[src/rtl/ram_bist.sv]
// March-style RAM self-test: W0 (E0), R0 compare, W1 (~E0), R1 compare, then report.
// All RAM-facing outputs are registered from the next state so they line up with the FSM cycle.
module ram_bist #(
  parameter int                    ADDR_WIDTH = 4,
  parameter int                    DATA_WIDTH = 8,
  parameter logic [DATA_WIDTH-1:0] PATTERN    = 'hA5,
  parameter int                    CNT_WIDTH  = 6
) (
  input  logic                  clk,
  input  logic                  rst,
  input  logic                  start,
  output logic                  busy,
  output logic                  done,
  output logic                  pass,
  output logic [CNT_WIDTH-1:0]  error_count,
  output logic [ADDR_WIDTH-1:0] fail_addr,
  output logic                  fail_phase,
  output logic                  w_enable,
  output logic                  r_enable,
  output logic [ADDR_WIDTH-1:0] w_addr,
  output logic [ADDR_WIDTH-1:0] r_addr,
  output logic [DATA_WIDTH-1:0] w_data,
  input  logic [DATA_WIDTH-1:0] r_data
);

  localparam int DEPTH = 1 << ADDR_WIDTH;
  localparam logic [ADDR_WIDTH:0] LAST_W = (ADDR_WIDTH+1)'(DEPTH - 1);
  localparam logic [ADDR_WIDTH:0] LAST_R = (ADDR_WIDTH+1)'(DEPTH);

  typedef enum logic [2:0] {IDLE, W0, R0, W1, R1, DONE} state_t;

  state_t                  r_state, w_state_next;
  logic [ADDR_WIDTH:0]     r_cnt, w_cnt_next;
  logic                    r_w_en, r_r_en, r_busy, r_done, r_pass, r_fail_phase;
  logic [ADDR_WIDTH-1:0]   r_w_addr, r_r_addr, r_fail_addr;
  logic [DATA_WIDTH-1:0]   r_w_data;
  logic [CNT_WIDTH-1:0]    r_err;
  logic                    r_cmp_valid, r_cmp_phase;
  logic [ADDR_WIDTH-1:0]   r_cmp_addr;

  logic                    w_w_en_next, w_r_en_next;
  logic [ADDR_WIDTH-1:0]   w_w_addr_next, w_r_addr_next;
  logic [DATA_WIDTH-1:0]   w_w_data_next;
  logic                    w_start_accept, w_mismatch;
  logic [CNT_WIDTH-1:0]    w_err_next;

  function automatic logic [DATA_WIDTH-1:0] exp_data(input logic [ADDR_WIDTH-1:0] a,
                                                     input logic ph);
    logic [DATA_WIDTH-1:0] e;
    e = PATTERN ^ DATA_WIDTH'(a);
    return ph ? ~e : e;
  endfunction

  always_comb begin
    w_state_next   = r_state;
    w_cnt_next     = r_cnt;
    w_start_accept = 1'b0;
    case (r_state)
      IDLE, DONE: if (start) begin
        w_state_next   = W0;
        w_cnt_next     = '0;
        w_start_accept = 1'b1;
      end
      W0: if (r_cnt == LAST_W) begin w_state_next = R0; w_cnt_next = '0; end
          else w_cnt_next = r_cnt + 1'b1;
      R0: if (r_cnt == LAST_R) begin w_state_next = W1; w_cnt_next = '0; end
          else w_cnt_next = r_cnt + 1'b1;
      W1: if (r_cnt == LAST_W) begin w_state_next = R1; w_cnt_next = '0; end
          else w_cnt_next = r_cnt + 1'b1;
      R1: if (r_cnt == LAST_R) begin w_state_next = DONE; w_cnt_next = '0; end
          else w_cnt_next = r_cnt + 1'b1;
      default: begin w_state_next = IDLE; w_cnt_next = '0; end
    endcase

    // RAM strobes are decoded from the next state so they appear with the state itself
    w_w_en_next   = 1'b0;
    w_r_en_next   = 1'b0;
    w_w_addr_next = '0;
    w_r_addr_next = '0;
    w_w_data_next = '0;
    case (w_state_next)
      W0, W1: begin
        w_w_en_next   = 1'b1;
        w_w_addr_next = w_cnt_next[ADDR_WIDTH-1:0];
        w_w_data_next = exp_data(w_cnt_next[ADDR_WIDTH-1:0], w_state_next == W1);
      end
      R0, R1: begin
        w_r_en_next   = ~w_cnt_next[ADDR_WIDTH];
        w_r_addr_next = w_cnt_next[ADDR_WIDTH-1:0];
      end
      default: ;
    endcase

    w_mismatch = r_cmp_valid && (r_data != exp_data(r_cmp_addr, r_cmp_phase));
    w_err_next = r_err;
    if (w_mismatch && (r_err != '1))
      w_err_next = r_err + 1'b1;
  end

  always_ff @(posedge clk) begin
    if (rst) begin
      r_state      <= IDLE;
      r_cnt        <= '0;
      r_w_en       <= 1'b0;
      r_r_en       <= 1'b0;
      r_w_addr     <= '0;
      r_r_addr     <= '0;
      r_w_data     <= '0;
      r_busy       <= 1'b0;
      r_done       <= 1'b0;
      r_pass       <= 1'b0;
      r_err        <= '0;
      r_fail_addr  <= '0;
      r_fail_phase <= 1'b0;
      r_cmp_valid  <= 1'b0;
      r_cmp_addr   <= '0;
      r_cmp_phase  <= 1'b0;
    end else begin
      r_state     <= w_state_next;
      r_cnt       <= w_cnt_next;
      r_w_en      <= w_w_en_next;
      r_r_en      <= w_r_en_next;
      r_w_addr    <= w_w_addr_next;
      r_r_addr    <= w_r_addr_next;
      r_w_data    <= w_w_data_next;
      r_busy      <= (w_state_next != IDLE) && (w_state_next != DONE);
      r_done      <= (w_state_next == DONE);
      // read data returns one cycle after the strobe, so the compare tag trails it
      r_cmp_valid <= r_r_en;
      r_cmp_addr  <= r_r_addr;
      r_cmp_phase <= (r_state == R1);
      if (w_start_accept) begin
        r_err        <= '0;
        r_fail_addr  <= '0;
        r_fail_phase <= 1'b0;
        r_pass       <= 1'b0;
      end else begin
        r_err <= w_err_next;
        if (w_mismatch && (r_err == '0)) begin
          r_fail_addr  <= r_cmp_addr;
          r_fail_phase <= r_cmp_phase;
        end
        if ((r_state == R1) && (w_state_next == DONE))
          r_pass <= (w_err_next == '0);
      end
    end
  end

  assign busy        = r_busy;
  assign done        = r_done;
  assign pass        = r_pass;
  assign error_count = r_err;
  assign fail_addr   = r_fail_addr;
  assign fail_phase  = r_fail_phase;
  assign w_enable    = r_w_en;
  assign r_enable    = r_r_en;
  assign w_addr      = r_w_addr;
  assign r_addr      = r_r_addr;
  assign w_data      = r_w_data;

endmodule

[config.mk]
export PLATFORM = sky130hd
export DESIGN_NAME = ram_bist
export DESIGN_NICKNAME = d
export VERILOG_FILES = /design/src/rtl/ram_bist.sv
export SDC_FILE = /design/constraint.sdc
export NUM_CORES = 1
export LEC_CHECK = 0
export ABC_AREA = 1
export BUFFER_PORTS_ARGS = -buffer_cell sky130_fd_sc_hd__buf_2
export CORE_ASPECT_RATIO = 0.5
export CORE_MARGIN = 3
export CORE_UTILIZATION = 53
export DETAILED_ROUTE_END_ITERATION = 16
export PLACE_DENSITY_LB_ADDON = 0.12
export SETUP_SLACK_MARGIN = 0.05
export SYNTH_ARGS = -nofsm -noshare
export SYNTH_HDL_FRONTEND = slang
export SYNTH_SLANG_ARGS = --single-unit
[constraint.sdc]
create_clock -name clk -period 2.1 [get_ports clk]
set_clock_uncertainty 0.15 [all_clocks]
set_input_delay 0.42 -clock clk [delete_from_list [all_inputs] [get_ports clk]]
set_output_delay 0.42 -clock clk [all_outputs]
set_load 0.05 [all_outputs]
==> metrics.yaml <==
status:
  status: "finished, final reports clean"
grt:
  grt_pass1_vias: 1690
  grt_use_total_pct: 20.7
  antenna_found_initial: 0
  grt_max_degree: 14
  grt-ovfl-total: 0
  grt_pass1_wl_mm: 7.38
sta:
  setup_viol: 0
  fin_ws_ns: 0.109
  post-route-period-util_pct: 94.8
  final_hold_viol_count: 0
  finalCriticalPeriod_ns: 1.99
  finalMaxSlewViolations: 0
  worst_slew_pin_slew_ns: 0.516
  fmax_mhz: 502
  relSlewSlack_pct: 65.5
job:
  maxCapViolCount: 0
die:
  std_cell_rows: 14
  die_h_um: 49.2
  ios: 43
  start_util_pct: 60.4
  die_w_um: 92.4
  dieArea_sq_um: 4540
  core_sq_um: 3280
place:
  dp_cells: 359
  detailed_place.area_sq_um: 2270
  numPortBuffers: 42
  gp_congestion: 0.962
  dp_slack_ns: -0.0527
  hpwl_mm: 3.32
synth:
  synth_edf_count: 0
  syn_inst: 268
  async_flop_share_pct: 0
  syn_area_sq_um: 1980
  ys_ff_latch: 44
  ys_seq_area_share_pct: 44.6
  syn_nets: 285
  synth_flop_cell: "dfxtp_1"
  ys_types: 31
  yosysWarningCount: 0
  avgSynthCellArea_sq_um: 7.38
pwr:
  powerDensity_nw_per_um2: 706
  comb_power_share_pct: 11.2
  peakVddDrop_mv: 0.542
  power.share.switching_pct: 24.5
  p_int_mw: 1.32
  p_leak_nw: 1.20
  clockPowerShare_pct: 39.7
  share_seq_of_total_power_pct: 49.0
  p_sw_mw: 0.430
setup_path:
  critPathMaxFanout: 7
  critical_path_class: "reg2reg"
  crit_required_ns: 2.13
  start_kind: "flop"
  end_kind: "flop"
  cp.arrival_ns: 2.02
clock_tree:
  htreeDepth: 2
  cts_tree: "built"
  clk_latency_ns: 0.29
  path_clk_slew_ns: 0.08
  cts_root_buf: "clkbuf_8"
  hold_buffers: 0
  cts_buffer_depth: 2
  cts_num_sinks: 44
  numCtsBuffers: 5
drt:
  vias_per_cell: 5.13
  drt_iter0_markers: 55
  drt_wl_total_mm: 4.73
  drt-pass1-iter-count: 4
  drc_errors: 0
  postRouteAntennaNets: 0
  avgRoutedWirePerCell_um: 12.8
  routed-via-count: 1897
final_layout:
  final_area_sq_um: 2480
  instances_no_fill: 370
  fill_cells: 250
  final_nets: 338
  drive_gt1_share_pct: 27.6
  antenna_cells: 0
  synthToLayoutAreaGrowth_pct: 25.7
hold_path:
  hold_class: "reg2reg"
-- per-layer routing --
layer / vias up / GRT usage (%) / share of wire (%)
met2: 68 / 34.9 / 49
li1: 956 / - / -
met1: 869 / 24.1 / 42
met3: 4 / 7.40 / 8.4
met5: - / 0 / 0
met4: 0 / 8.37 / 0.53
-- synth_stat cells, types with 4 or more instances --
cell	number	area share, %
nand2_1	51	9.7
dfxtp_1	44	45
nor2_1	40	7.6
inv_1	37	7.0
a21oi_1	20	5.1
nand4_1	13	4.1
nand3_1	9	2.3
ha_1	6	3.8
inv_2	6	1.1
xor2_1	5	2.2
nor2_2	4	1.3
nor3_1	4	1.0
o21ai_0	4	1.0
-- placed cells by master (no fill, tap or decap), types with 3 or more instances in the layout --
master	synthesis	final
ha_1	6	4
nor3_1	4	3
buf_2	1	42
nor2_2	4	4
nor2_1	40	39
o21ai_0	4	4
dfxtp_1	44	40
nand2_2	3	4
inv_1	37	37
inv_2	6	3
xor2_1	5	5
clkbuf_8	0	7
buf_4	2	10
dfxtp_2	0	3
o21ai_1	3	3
inv_4	0	3
a21oi_1	20	20
nand4_1	13	13
nand3_1	9	9
nand2_1	51	50
-- stage by stage --
| step | TNS (ns) | hold slack, ns | util [%] | power (mW) |
|---|---|---|---|---|
| 6_report | 0 | 0.270 | 75.9 | 1.75 |
| 3_3_place_gp | 0 | 0.258 | 69.3 | 1.05 |
| 3_5_place_dp | -0.123 | 0.263 | 69.3 | 1.06 |
| 2_1_floorplan | 0 | 0.327 | - | 1.01 |
| 5_1_grt | -0.111 | 0.282 | 75.9 | 1.82 |
| 4_1_cts | 0 | 0.273 | 73.9 | 1.76 |
-- flip-flops by register name (all words and copies together) (netlist names) --
name,flops
r_cmp_addr,4
pass,1
fail_phase,1
r_cmp_valid,1
w_addr,4
done,1
r_state,3
r_enable,1
error_count,6
busy,1
w_data,6
r_addr,4
r_cmp_phase,1
r_cnt,5
w_enable,1
fail_addr,4
-- layout make-up --
| class | count | area [sq um] | share of cell area, % |
|---|---|---|---|
| clock buffer | 7 | 96.3 | 3.88 |
| clock inverter | 1 | 30.0 | 1.21 |
| inverter | 43 | 169 | 6.80 |
| multi-input combinational | 175 | 956 | 38.5 |
| sequential | 44 | 888 | 35.8 |
| tap | 48 | 60.1 | 2.42 |
| timing repair buffer | 52 | 285 | 11.5 |
-- worst paths after layout --
check                              start     endpoint  slack (ns)  depth (start not counted)
worst max register to register  r_cnt[0]    w_data[2]        0.11                         11
worst max-delay path            r_cnt[0]    w_data[2]        0.11                         11
worst min-delay path            r_enable  r_cmp_valid        0.27                          2
worst min register to register  r_enable  r_cmp_valid        0.27                          2
-- logic make-up (layout without fill, tap and decap cells) --
kind of cell | Yosys count | count (layout) | synth area share [%]
adder cells (fa/ha/maj) | 6 | 6 | 3.80
flip-flops | 44 | 44 | 44.6
AO/OA/AOI/OAI | 34 | 34 | 9.81
XOR/XNOR | 6 | 6 | 2.66
buffers and inverters | 49 | 103 | 9.75
AND/OR/NAND/NOR | 129 | 129 | 29.4
-- power by group through the flow --
stage / Clock (mW) / Sequential (mW) / Combinational [mW]
2_1_floorplan: 0 / 0.921 / 0.0897
5_1_grt: 0.751 / 0.862 / 0.211
3_5_place_dp: 0 / 0.878 / 0.181
6_report: 0.697 / 0.860 / 0.197
3_3_place_gp: 0 / 0.878 / 0.175
4_1_cts: 0.710 / 0.859 / 0.188
-- worst max-delay path: stages (launching register included) --
cell	delay, ns
dfxtp_2	0.37
ha_4	0.14
nand2_2	0.06
nor2_2	0.17
ha_4	0.19
xor2_1	0.17
a21boi_1	0.08
buf_4	0.16
nor2_4	0.13
inv_4	0.07
o21ai_1	0.13
a21oi_1	0.06
-- repair_timing --
action,in CTS,in global routing
pin swaps,1,7
gates resized for setup,5,12
setup buffers,1,2
setup endpoints to repair,4,12
Note: power is estimated with default switching activity, not from simulation.
